<file path="config.mk">
export PLATFORM = sky130hd
export DESIGN_NAME = bullet_sprite_reader
export DESIGN_NICKNAME = d
export VERILOG_FILES = /design/src/rtl/bullet_sprite_reader.sv
export SDC_FILE = /design/constraint.sdc
export NUM_CORES = 1
export LEC_CHECK = 0
export ABC_AREA = 1
export BUFFER_PORTS_ARGS = -buffer_cell sky130_fd_sc_hd__clkbuf_2
export CORE_ASPECT_RATIO = 0.6
export CORE_MARGIN = 5
export CORE_UTILIZATION = 30
export DETAILED_ROUTE_END_ITERATION = 10
export HOLD_SLACK_MARGIN = 0.1
export PLACE_DENSITY = 0.47
export SYNTH_ARGS = -nofsm -noshare
export SYNTH_HDL_FRONTEND = slang
export SYNTH_SLANG_ARGS = --single-unit
</file>
<file path="constraint.sdc">
create_clock -name Clk -period 7.1 [get_ports Clk]
set_input_delay 0 -clock Clk [delete_from_list [all_inputs] [get_ports Clk]]
set_output_delay 0 -clock Clk [all_outputs]
set_load 0.02 [all_outputs]
</file>
<file path="src/rtl/bullet_sprite_reader.sv">
// Bullet sprite read engine: fetches next-line sprite rows during hblank into a
// double-buffered line buffer and maps DrawX to a registered palette index.
module bullet_sprite_reader #(
  parameter int SPR_W     = 7,
  parameter int SPR_H     = 25,
  parameter int N_BULLETS = 4,
  parameter int ADDR_W    = 19,
  parameter int DATA_W    = 5,
  parameter int X_W       = 10
) (
  input  logic                     Clk,
  input  logic                     Reset_n,
  input  logic                     line_start,
  input  logic [X_W-1:0]           next_y,
  input  logic [N_BULLETS-1:0]     bullet_en,
  input  logic [N_BULLETS*X_W-1:0] bullet_x,
  input  logic [N_BULLETS*X_W-1:0] bullet_y,
  output logic [ADDR_W-1:0]        read_address,
  input  logic [DATA_W-1:0]        ram_data,
  input  logic [X_W-1:0]           DrawX,
  output logic [DATA_W-1:0]        pixel_index,
  output logic                     pixel_valid,
  output logic                     busy,
  output logic                     done
);
  localparam int CW = (SPR_W > 1) ? $clog2(SPR_W) : 1;
  localparam int RW = (SPR_H > 1) ? $clog2(SPR_H) : 1;
  localparam int SW = (N_BULLETS > 1) ? $clog2(N_BULLETS) : 1;
  localparam int DW = X_W + 1;

  typedef enum logic [2:0] {S_IDLE, S_CHECK, S_FETCH, S_DRAIN, S_DONE} state_t;

  state_t                r_state, w_next;
  logic [X_W-1:0]        r_ny;
  logic [N_BULLETS-1:0]  r_en;
  logic [X_W-1:0]        r_bx [N_BULLETS];
  logic [X_W-1:0]        r_by [N_BULLETS];
  logic [SW-1:0]         r_slot;
  logic [RW-1:0]         r_row;
  logic [CW-1:0]         r_col;
  logic [ADDR_W-1:0]     r_addr_hold;
  logic                  r_bank;
  logic [N_BULLETS-1:0]  r_rv  [2];
  logic [X_W-1:0]        r_lx  [2][N_BULLETS];
  logic [DATA_W-1:0]     r_buf [2][N_BULLETS][SPR_W];
  logic [DATA_W-1:0]     r_pix_idx;
  logic                  r_pix_vld;

  logic                  w_back;
  logic [DW-1:0]         w_diff;
  logic                  w_hit, w_last_col, w_last_slot;
  logic [ADDR_W-1:0]     w_addr;
  logic [DW-1:0]         w_dx   [N_BULLETS];
  logic [DATA_W-1:0]     w_word [N_BULLETS];
  logic [DATA_W-1:0]     w_pix_idx;
  logic                  w_pix_vld;

  assign w_back      = ~r_bank;
  assign w_diff      = {1'b0, r_ny} - {1'b0, r_by[r_slot]};
  assign w_hit       = r_en[r_slot] && !w_diff[X_W] && (w_diff < DW'(SPR_H));
  assign w_last_col  = (r_col == CW'(SPR_W - 1));
  assign w_last_slot = (r_slot == SW'(N_BULLETS - 1));
  assign w_addr      = ADDR_W'(r_row) * ADDR_W'(SPR_W) + ADDR_W'(r_col);

  always_ff @(posedge Clk) begin
    if (!Reset_n) r_state <= S_IDLE;
    else          r_state <= w_next;
  end

  always_comb begin
    w_next = r_state;
    case (r_state)
      S_IDLE:  if (line_start) w_next = S_CHECK;
      S_CHECK: w_next = w_hit ? S_FETCH : (w_last_slot ? S_DONE : S_CHECK);
      S_FETCH: if (w_last_col) w_next = S_DRAIN;
      S_DRAIN: w_next = w_last_slot ? S_DONE : S_CHECK;
      S_DONE:  w_next = S_IDLE;
      default: w_next = S_IDLE;
    endcase
  end

  always_comb begin
    busy         = (r_state != S_IDLE);
    done         = (r_state == S_DONE);
    read_address = (r_state == S_FETCH) ? w_addr : r_addr_hold;
  end

  always_ff @(posedge Clk) begin
    if (!Reset_n) begin
      r_bank      <= 1'b0;
      r_rv[0]     <= '0;
      r_rv[1]     <= '0;
      r_addr_hold <= '0;
      r_slot      <= '0;
      r_row       <= '0;
      r_col       <= '0;
    end else begin
      case (r_state)
        S_IDLE: if (line_start) begin
          r_ny   <= next_y;
          r_en   <= bullet_en;
          r_slot <= '0;
          for (int i = 0; i < N_BULLETS; i++) begin
            r_bx[i] <= bullet_x[i*X_W +: X_W];
            r_by[i] <= bullet_y[i*X_W +: X_W];
          end
        end
        S_CHECK: if (w_hit) begin
          r_row <= w_diff[RW-1:0];
          r_col <= '0;
        end else begin
          r_rv[w_back][r_slot] <= 1'b0;
          if (!w_last_slot) r_slot <= r_slot + SW'(1);
        end
        S_FETCH: begin
          r_addr_hold <= w_addr;
          r_col       <= r_col + CW'(1);
        end
        S_DRAIN: begin
          r_rv[w_back][r_slot] <= 1'b1;
          r_lx[w_back][r_slot] <= r_bx[r_slot];
          if (!w_last_slot) r_slot <= r_slot + SW'(1);
        end
        S_DONE: r_bank <= ~r_bank;
        default: ;
      endcase
    end
  end

  // RAM word for col arrives one cycle after its address; last word lands in DRAIN.
  always_ff @(posedge Clk) begin
    if (r_state == S_FETCH && r_col != '0)
      r_buf[w_back][r_slot][r_col - CW'(1)] <= ram_data;
    else if (r_state == S_DRAIN)
      r_buf[w_back][r_slot][SPR_W-1] <= ram_data;
  end

  // Walk slots high to low so the lowest contributing index is written last.
  always_comb begin
    w_pix_idx = '0;
    w_pix_vld = 1'b0;
    for (int i = N_BULLETS - 1; i >= 0; i--) begin
      w_dx[i]   = {1'b0, DrawX} - {1'b0, r_lx[r_bank][i]};
      w_word[i] = r_buf[r_bank][i][w_dx[i][CW-1:0]];
      if (r_rv[r_bank][i] && !w_dx[i][X_W] && (w_dx[i] < DW'(SPR_W)) && (w_word[i] != '0)) begin
        w_pix_idx = w_word[i];
        w_pix_vld = 1'b1;
      end
    end
  end

  always_ff @(posedge Clk) begin
    if (!Reset_n) begin
      r_pix_idx <= '0;
      r_pix_vld <= 1'b0;
    end else begin
      r_pix_idx <= w_pix_idx;
      r_pix_vld <= w_pix_vld;
    end
  end

  assign pixel_index = r_pix_idx;
  assign pixel_valid = r_pix_vld;
endmodule
</file>
==> results of run 1 <==
worst paths after layout:
check,to,slack (ns),cells past startpoint
max,pixel_index[1],2.77,22
min,r_buf[1][62],0.10,2
max reg2reg,pixel_index[1],2.77,22
min reg2reg,r_addr_hold[11],0.45,2
sequential cells by signal (all words and copies together) (netlist names), 3 cells and up, named ones only:
name         cells
r_row            5
r_ny            10
pixel_index      5
r_by            40
r_bx            40
r_buf          280
r_state          3
r_lx            80
r_addr_hold     19
r_col            3
r_en             4
r_rv             8
power by group:
part | switching, uW | internal [uW] | leakage [uW]
registers | 8.83 | 3280 | 0.00453
logic | 330 | 183 | 0.00602
clock network | 1150 | 1500 | 0.000767
total | 1490 | 4960 | 0.0113
cell families (layout without fill, tap and decap cells):
logic type | count (synthesis) | count (layout) | synth area share [%]
AND/OR/NAND/NOR | 1062 | 1062 | 18.7
flip-flops | 504 | 504 | 62.1
buffers and inverters | 318 | 612 | 5.75
AO/OA/AOI/OAI | 279 | 279 | 6.71
adder cells (fa/ha/maj) | 80 | 80 | 4.57
multiplexers | 32 | 32 | 1.35
XOR/XNOR | 22 | 22 | 0.845
other | 0 | 1 | 0
layer usage:
metal / track usage (%) / routed length [um]
met5: 0 / 0
met4: 2.41 / 897
met3: 3.48 / 4510
met2: 21.1 / 26100
met1: 24.0 / 34200
area by class of cell:
cell class	instances	area, um^2	share of cell area (%)
repair buffers	288	2130	7.55
clock buffers	57	1280	4.52
flip-flops and latches	504	14700	52.0
clock inverters	30	309	1.09
well taps	1053	1320	4.66
inverters	237	895	3.16
diodes	1	2.50	0.00885
multi-input cells	1475	7630	27.0
metrics by stage:
stage | instance area, um^2 | instances | power, uW | hold WS [ns]
detailed placement | 25400 | 3430 | 3810 | 0.179
global route | 28300 | 3644 | 6710 | 0.107
floorplan | 23700 | 2297 | 3620 | 0.0989
CTS | 28300 | 3644 | 6520 | 0.100
global placement | 25400 | 3430 | 3800 | 0.178
finish | 28300 | 3645 | 6450 | 0.102
repair_timing:
item	4_1_cts	5_1_grt
hold buffers	127	0
resized for setup	0	0
endpoints found under the hold margin	177	0
cells in the final DEF (no fill, tap or decap), drive strengths merged, types with 27 or more instances in the layout:
master	netlist	layout
dlygate4sd3	0	127
mux2i	32	32
dfxtp	42	42
o21ai	136	136
inv	234	234
nor2	286	286
ha	69	69
nand3	131	131
nor3	53	53
edfxtp	462	462
a21oi	72	72
nand2	535	535
nand4	27	27
clkbuf	40	192
==> summary.md, run 1 <==
| Metric | Value |
|---|---|
| Outcome | finished, final reports clean |
| VDD IR max | 0.157 mV |
| Mapped Avg Cell Area | 10.3 um^2 |
| Setup Skew | 0.0250 ns |
| DRT Wirelength | 65.7 mm |
| Post-DRT Antenna Nets | 0 |
| I/O pin count | 139 |
| Crit path capture type | flip-flop |
| Most common cell in the netlist | nand2_1 |
| CP arrival | 4.79 ns |
| Vias | 17,400 |
| RSZ-0062 raised after global routing | false |
| Final worst path period share | 60.9% |
| Most used cell, CP | nand2_1 |
| Initial core utilization | 30.4% |
| Area contributors post-synth | edfxtp_1 (59%), nand2_1 (8.4%), nor2_1 (4.4%), inv_1 (3.7%), ha_1 (3.6%) |
| Yosys cell types | 50 |
| Register bit total from synthesis | 504 |
| Root Driver | clkbuf_16 |
| Total gr overflow | 0 |
| Post-CTS Setup Bufs | 0 |
| Via-to-Cell Ratio | 4.76 |
| # port buffers | 138 |
| Slowest cell on the critical path | fa_1 |
| Setup CP Type | flip-flop to flip-flop |
| Nets | 2,746 |
| Gr usage total | 15.1% |
| Synthesized area | 0.0237 mm^2 |
| Post-route DRC | 0 |
| Hold Crit Class | input port to flip-flop |
| Mapped Nets | 2,489 |
| Vias in the first global route | 16,800 |
| CP Max Fanout | 80 |
| Share of cells above drive strength 1 | 10.2% |
| Static leakage | 0.0113 uW |
| Clk_lat worst skew | 0.59 ns |
| CP peak stage delay | 0.90 ns |
| MaxCap Viol Count | 0 |
| Die H | 228 um |
| Core Region | 0.0779 mm^2 |
| Final HPWL from detailed placement | 45.4 mm |
| Ys async rst share | 0% |
| Site row count | 79 |
| Num CTS Buffers | 48 |
| Ys flop type | edfxtp_1 |
| Buffers & Inverters on Critical Path | 4 |
| Die ar. | 0.0849 mm^2 |
| Fillers | 7,814 |
| WL/cell | 18.0 um |
| Largest net degree at the start of global routing | 90 |
| Sequential-to-total area share from yosys stat | 62.1% |
| Drt pass-1 iters | 5 |
| CP Data Required Time | 7.57 ns |
| H-tree depth | 2 |
| DP Worst Slack | 2.79 ns |
| Gate Count Post-Synth | 2,297 |
| Reg clk slew, reported paths | 0.07 ns |
| Setup ws final | 2.77 ns |
| Hold Path Origin | ram_data[2] |
| CP cell instances | inv_6, or2_2, o21ai_0, inv_1, fa_1, inv_1, nand2_1, nor2_1, o21ai_0, nand2_1, inv_1, nand2_1, nand2_1, nand2_1, nor2_1, nand2_2, nand3_2, nand2_1, nand3_1, nand2_1, nor2_1, nor2_1 |
| Initial antenna violation count | 2 |
| Sinks on Clock Net | 504 |
| Setup violators final | 0 |
| Proportion of netlist area held by the largest area contributor | 58.5% |
| Synthesis warning total | 0 |
| Iteration-0 DRC Markers | 1,219 |
| Global-route wire length before repair | 101 mm |
| FMAX | 0.231 GHz |
| Setup tns final | 0 ns |
| Worst-Margin Slew | 1.16 ns |
| Post-synth top cells | nand2_1 (533), edfxtp_1 (462), nor2_1 (280) |
| Worst relative slew slack | 22.6% |
| Post-synth EDFFs | 462 |
| CTS tree | built |
| Area delta synth->final | 19.3% |
| Final min period | 4.33 ns |
| Slew Viols, Final | 0 |
| Crit path max-delay family | simple AND/OR/NAND/NOR gates |
| Placer congestion estimate | 0.870 |
| Die Wd | 373 um |
| Final hold viol count | 0 |
| Bufs on Longest Clock Path | 3 |
| Post-layout util | 36.3% |
| P per Cell Area | 228 mW/mm^2 |
| Leading area contributor after synthesis | edfxtp_1 |
| CP Launch Type | flip-flop |
Power figures use the tool's default switching activity.
==> run 2, diff against run 1 <==
- PLACE_DENSITY: 0.47 -> 0.45
- clock period: 7.1 -> 4.41 ns (I/O delays scaled with it)
==> run 2 against run 1 <==
Wire length increased by 3.2%. Largest power group unchanged. Non-clock buffer count shrank 5. Global-route usage up 0.41 points. Sequential power grew 61%.
==> summary.md, run 2 (synthesized netlist as in run 1, its figures left out) <==
| Metric | Value |
|---|---|
| Outcome | finished, final reports clean (unchanged) |
| Post-CTS Hold Buffers | 111 (was 127) |
| Die H | 228 um (unchanged) |
| DRT Wirelength | 67.7 mm (was 65.7 mm) |
| Vias | 17,300 (was 17,400) |
| Fillers | 7,784 (was 7,814) |
| Post-DRT Antenna Nets | 0 (unchanged) |
| Iteration-0 DRC Markers | 1,405 (was 1,219) |
| Setup tns final | 0 ns (unchanged) |
| CP Data Required Time | 4.95 ns (was 7.57 ns) |
| Num CTS Buffers | 48 (unchanged) |
| Crit path capture type | flip-flop (unchanged) |
| Final worst path period share | 90.8% (was 60.9%) |
| Post-CTS Setup Bufs | 0 (unchanged) |
| Post-layout util | 36.4% (was 36.3%) |
| Root Driver | clkbuf_16 (unchanged) |
| Commonest non-fill, non-tap cell in the layout | nand2_1 (unchanged) |
| Initial core utilization | 30.4% (unchanged) |
| Site row count | 79 (unchanged) |
| Largest net degree at the start of global routing | 149 (was 90) |
| Worst setup endpoint | pixel_index[1] (unchanged) |
| Sinks on Clock Net | 504 (unchanged) |
| Setup CP Type | flip-flop to flip-flop (unchanged) |
| P per Cell Area | 371 mW/mm^2 (was 228 mW/mm^2) |
| CP Launch Type | flip-flop (unchanged) |
| CP Max Fanout | 42 (was 80) |
| # port buffers | 138 (unchanged) |
| Largest register by flop count | r_buf (unchanged) |
| MaxCap Viol Count | 0 (unchanged) |
| Cell Count Post-Placement | 3,441 (was 3,430) |
| Reg clk slew, reported paths | 0.07 ns (about the same) |
| Drt pass-1 iters | 6 (was 5) |
| Die Wd | 373 um (unchanged) |
| Setup violators final | 0 (unchanged) |
| Placer congestion estimate | 0.865 (was 0.870) |
| Total gr overflow | 0 (unchanged) |
| H-tree depth | 2 (unchanged) |
| Core Region | 0.0779 mm^2 (unchanged) |
| Final HPWL from detailed placement | 47.4 mm (was 45.4 mm) |
| Via-to-Cell Ratio | 4.76 (about the same) |
| CP arrival | 4.54 ns (was 4.79 ns) |
| Static leakage | 0.0114 uW (was 0.0113 uW) |
| Hold Crit Class | input port to flip-flop (unchanged) |
| Bufs on Longest Clock Path | 3 (unchanged) |
| Die ar. | 0.0849 mm^2 (unchanged) |
| Setup Skew | 0.0291 ns (was 0.0250 ns) |
| Commonest non-fill, non-tap cells in the layout | nand2_1 (533), edfxtp_1 (462), nor2_1 (280), inv_1 (231), clkbuf_2 (134) (was nand2_1 (533), edfxtp_1 (462), nor2_1 (280), inv_1 (231), clkbuf_2 (135)) |
| Final min period | 4.00 ns (was 4.33 ns) |
| Final hold viol count | 0 (unchanged) |
| Slew Viols, Final | 0 (unchanged) |
| Crit Reg-Reg Endpoint | pixel_index[1] (unchanged) |
| Share of cells above drive strength 1 | 11.0% (was 10.2%) |
| Initial antenna violation count | 1 (was 2) |
| Global-route wire length before repair | 103 mm (was 101 mm) |
| Worst reg2reg setup slack | 0.41 ns (was 2.77 ns) |
| FMAX | 0.250 GHz (was 0.231 GHz) |
| Nets | 2,741 (was 2,746) |
| Worst Reg-to-Reg Cells | 19 (was 22) |
| Register area | 0.0147 mm^2 (unchanged) |
| Max reg flops | 280 (unchanged) |
| Final cell count without fillers | 3,644 (was 3,645) |
| WL/cell | 18.6 um (was 18.0 um) |
| VDD IR max | 0.270 mV (was 0.157 mV) |
| Largest registers | r_buf: 280 flops, r_lx: 80 flops (unchanged) |
| Worst relative slew slack | 25.6% (was 22.6%) |
| I/O pin count | 139 (unchanged) |
| Clk_lat worst skew | 0.60 ns (was 0.59 ns) |
| Post-CTS sizing | 0 (unchanged) |
| Post-route DRC | 0 (unchanged) |
| Area delta synth->final | 19.6% (was 19.3%) |
| Vias in the first global route | 16,700 (was 16,800) |
| CTS tree | built (unchanged) |
| RSZ-0062 raised after global routing | false (unchanged) |
| Worst-Margin Slew | 1.12 ns (was 1.16 ns) |
| Multi-input logic area | 0.00765 mm^2 (was 0.00763 mm^2) |
| Gr usage total | 15.5% (was 15.1%) |
[run 2: changes by cell type in the layout (fill, tap and decap cells not counted), moves of 3 or more]
cell / delta
buf_4: +8
clkinv_1: -6
dlygate4sd3_1: -16
buf_12: +3
clkinv_2: +3
clkbuf_8: +5
[run 2: stage by stage]
stage	cell area, um^2	power, uW	hold WS [ns]	setup WS (ns)
after floorplan	23700	5830	0.0989	0.0845
after global placement	25600	6140	0.177	0.469
after detailed placement	25600	6140	0.179	0.459
after CTS	28300	10600	0.100	0.454
after global routing	28300	10900	0.110	0.0520
final	28300	10500	0.0956	0.405
[run 2: routing by layer]
metal / up-vias / track usage [%] / part of all wire (%)
met1: 8365 / 25.5 / 52
met2: 566 / 20.3 / 38
met4: 0 / 2.12 / 1.1
met3: 56 / 4.16 / 9.0
met5: - / 0 / 0
li1: 8341 / - / -
[run 2: worst min-delay path by stage]
stage | start | end | slack [ns] | depth (start not counted)
2_1_floorplan | ram_data[0] | r_buf[0][0] | 0.1 | 0
3_3_place_gp | bullet_y[12] | r_by[1][2] | 0.18 | 1
3_5_place_dp | bullet_y[32] | r_by[3][2] | 0.18 | 1
4_1_cts | bullet_x[6] | r_bx[0][6] | 0.10 | 2
5_1_grt | bullet_y[18] | r_by[1][8] | 0.11 | 2
6_report | ram_data[2] | r_buf[0][7] | 0.1 | 2
[run 2: report_power, final]
group,internal (uW),leakage [uW],switching [uW]
clock network,2530,0.000812,1870
logic,292,0.00601,534
registers,5280,0.00453,16.1
[run 2: worst max-delay path: stages (launching register included)]
cell      delay, ns
dfxtp_4        0.37
buf_12         0.19
o21ai_0        0.56
inv_1          0.14
fa_1           0.69
nor2_2         0.50
o211ai_1       0.17
nand2_1        0.11
inv_1          0.06
nand2_1        0.05
nand2_1        0.07
nand2_1        0.07
inv_1          0.03
nand2_1        0.11
nand4_2        0.11
nor2_4         0.16
nand3_1        0.10
nor2_1         0.26
nor2_1         0.09
nor2_1         0.09
[run 2: layout make-up]
class	instances	share of cell area [%]
Timing Repair Buffer	283	7.39
Sequential cell	504	51.9
Tap cell	1053	4.65
Multi-Input combinational cell	1475	27.0
Clock buffer	65	4.82
Inverter	237	3.16
Antenna cell	2	0.0177
Clock inverter	25	1.02
==> run 3, diff against run 2 <==
- HOLD_SLACK_MARGIN: 0.1 -> 0.02
- RECOVER_POWER: default -> 50
==> run 3 against run 2 <==
The run now ends with max-capacitance violations, max-slew violations left. Design area decreased by 0.79%. Total power about the same. Global-route usage barely moved. Maximum frequency is 0.71% higher. Critical endpoint is now pixel_index[0].
==> summary.md, run 3 (synthesized netlist as in run 1, its figures left out) <==
| Metric | Value |
|---|---|
| Bufs on Longest Clock Path | 3 (unchanged) |
| RSZ-0062 raised after global routing | false (unchanged) |
| Largest register by flop count | r_buf (unchanged) |
| Final hold viol count | 0 (unchanged) |
| Total gr overflow | 0 (unchanged) |
| VDD IR max | 0.269 mV (was 0.270 mV) |
| Gr usage total | 15.5% (about the same) |
| Post-route DRC | 0 (unchanged) |
| CP cell instances | buf_12, o21ai_0, inv_1, fa_1, nor2_2, o211ai_1, nand2_1, inv_1, nand2_1, nand2_1, nand2_1, inv_1, nand2_1, nand3_1, nand3_1, nand3_1, nand2_1, inv_1 (was buf_12, o21ai_0, inv_1, fa_1, nor2_2, o211ai_1, nand2_1, inv_1, nand2_1, nand2_1, nand2_1, inv_1, nand2_1, nand4_2, nor2_4, nand3_1, nor2_1, nor2_1, nor2_1) |
| Crit path max-delay family | simple AND/OR/NAND/NOR gates (unchanged) |
| Fillers | 7,817 (was 7,784) |
| Sinks on Clock Net | 504 (unchanged) |
| Worst Hold Depth | 2 (unchanged) |
| Most used cell, CP | nand2_1 (unchanged) |
| CP peak stage delay | 0.68 ns (was 0.69 ns) |
| P per Cell Area | 374 mW/mm^2 (was 371 mW/mm^2) |
| MaxCap Viol Count | 7 (was 0) |
| Die Wd | 373 um (unchanged) |
| Setup Skew | 0.0279 ns (was 0.0291 ns) |
| CP Launch Type | flip-flop (unchanged) |
| Site row count | 79 (unchanged) |
| Post-layout util | 36.1% (was 36.4%) |
| H-tree depth | 2 (unchanged) |
| Global-route wire length before repair | 103 mm (about the same) |
| Placer congestion estimate | 0.865 (unchanged) |
| Worst reg2reg setup slack | 0.43 ns (was 0.41 ns) |
| Post-CTS sizing | 0 (unchanged) |
| Outcome | finished with violations (was finished, final reports clean) |
| DRT Wirelength | 67.7 mm (about the same) |
| Largest net degree at the start of global routing | 149 (unchanged) |
| CP arrival | 4.45 ns (was 4.54 ns) |
| Initial antenna violation count | 1 (unchanged) |
| Post-DRT Antenna Nets | 0 (unchanged) |
| Commonest non-fill, non-tap cell in the layout | nand2_1 (unchanged) |
| Slowest cell on the critical path | fa_1 (unchanged) |
| Buffers & Inverters on Critical Path | 5 (was 4) |
| Vias | 17,300 (about the same) |
| Hold Crit Class | input port to flip-flop (unchanged) |
| Static leakage | 0.0112 uW (was 0.0114 uW) |
| DP Worst Slack | 0.459 ns (unchanged) |
| CP Data Required Time | 4.89 ns (was 4.95 ns) |
| Cell Count Post-Placement | 3,441 (unchanged) |
| Max reg flops | 280 (unchanged) |
| Setup violators final | 0 (unchanged) |
| Setup ws final | 0.433 ns (was 0.405 ns) |
| Share of cells above drive strength 1 | 9.67% (was 11.0%) |
| Root Driver | clkbuf_16 (unchanged) |
| Worst-Margin Slew | 3.39 ns (was 1.12 ns) |
| Setup tns final | 0 ns (unchanged) |
| Final worst path period share | 90.2% (was 90.8%) |
| Vias in the first global route | 16,700 (about the same) |
| Drt pass-1 iters | 5 (was 6) |
| Via-to-Cell Ratio | 4.76 (about the same) |
| Final HPWL from detailed placement | 47.4 mm (unchanged) |
| # port buffers | 138 (unchanged) |
| Core Region | 0.0779 mm^2 (unchanged) |
| Post-CTS Setup Bufs | 0 (unchanged) |
| Nets | 2,727 (was 2,741) |
| Initial core utilization | 30.4% (unchanged) |
| Die H | 228 um (unchanged) |
| Crit Reg-Reg Endpoint | pixel_index[0] (was pixel_index[1]) |
| Setup CP Type | flip-flop to flip-flop (unchanged) |
| Hold Path Origin | next_y[3] (was ram_data[2]) |
| Hold path endpoint | r_ny[3] (was r_buf[0][7]) |
| FMAX | 0.251 GHz (was 0.250 GHz) |
| Die ar. | 0.0849 mm^2 (unchanged) |
| Final cell count without fillers | 3,630 (was 3,644) |
| Reg clk slew, reported paths | 0.07 ns (about the same) |
| Area delta synth->final | 18.6% (was 19.6%) |
| Final min period | 3.98 ns (was 4.00 ns) |
| Worst relative slew slack | -126% (was 25.6%) |
| Num CTS Buffers | 48 (unchanged) |
| I/O pin count | 139 (unchanged) |
| Slew Viols, Final | 389 (was 0) |
| Largest registers | r_buf: 280 flops, r_lx: 80 flops (unchanged) |
| CP Max Fanout | 42 (unchanged) |
| Commonest non-fill, non-tap cells in the layout | nand2_1 (533), edfxtp_1 (462), nor2_1 (280), inv_1 (231), nand3_1 (129) (was nand2_1 (533), edfxtp_1 (462), nor2_1 (280), inv_1 (231), clkbuf_2 (134)) |
| Clk_lat worst skew | 0.60 ns (about the same) |
| WL/cell | 18.7 um (was 18.6 um) |
| Worst Reg-to-Reg Cells | 18 (was 19) |
| Crit path capture type | flip-flop (unchanged) |
| Total design power | 10,500 uW (about the same) |
| Failing checks | max-capacitance violations, max-slew violations |
| CTS tree | built (unchanged) |
| Iteration-0 DRC Markers | 1,499 (was 1,405) |
-- run 3: changes by cell type in the layout (fill, tap and decap cells not counted), sizes merged --
cell,delta
buf,-8
clkbuf,+8
dlygate4sd3,-14
-- run 3: timing repair --
action                                  CTS  global route
hold buffers                             97             0
endpoints found under the setup margin    0             0
endpoints found under the hold margin   127             0
-- run 3: worst reg2reg max path, cell delays in order (launching register included) --
cell and delay [ns]:
dfxtp_4 0.37, buf_12 0.19, o21ai_0 0.55, inv_1 0.14
fa_1 0.68, nor2_2 0.51, o211ai_1 0.17, nand2_1 0.11
inv_1 0.06, nand2_1 0.05, nand2_1 0.07, nand2_1 0.07
inv_1 0.03, nand2_1 0.11, nand3_1 0.33, nand3_1 0.22
nand3_1 0.09, nand2_1 0.07, inv_1 0.05
-- run 3: per-layer routing --
metal	global-route usage (%)	share of wire (%)	vias up
met2	20.2	38	554
met3	4.16	8.4	54
met1	25.5	53	8368
met4	2.07	1.0	0
met5	0	0	-
li1	-	-	8309
-- run 3: worst max-delay path by stage --
| stage | startpoint | end | slack (ns) | cells past startpoint |
|---|---|---|---|---|
| floorplan | r_state[0] | r_bx[0][0] | 0.08 | 3 |
| global route | flip-flop | pixel_index[1] | 0.05 | 19 |
| CTS | flip-flop | pixel_index[1] | 0.45 | 19 |
| finish | flip-flop | pixel_index[0] | 0.43 | 18 |
| global placement | flip-flop | pixel_index[1] | 0.47 | 19 |
| detailed placement | flip-flop | pixel_index[1] | 0.46 | 19 |
-- run 3: layout make-up --
cell class / count / area, um^2 / share of cell area [%]
Timing Repair Buffer: 269 / 1870 / 6.67
Clock buffer: 65 / 1370 / 4.86
Tap cell: 1053 / 1320 / 4.69
Inverter: 237 / 895 / 3.18
Clock inverter: 25 / 288 / 1.02
Sequential cell: 504 / 14700 / 52.4
Multi-Input combinational cell: 1475 / 7640 / 27.2
Antenna cell: 2 / 5.00 / 0.0178
-- run 3: through the flow --
stage               instance area [um^2]  hold WS, ns
global route                       28100        0.105
floorplan                          23700       0.0989
global placement                   25600        0.177
CTS                                28200       0.0932
finish                             28100        0.128
detailed placement                 25600        0.179
-- run 3: power breakdown --
part | internal, uW | switching (uW)
Clock | 2530 | 1870
Sequential | 5280 | 16.1
Combinational | 277 | 531
Total | 8090 | 2420
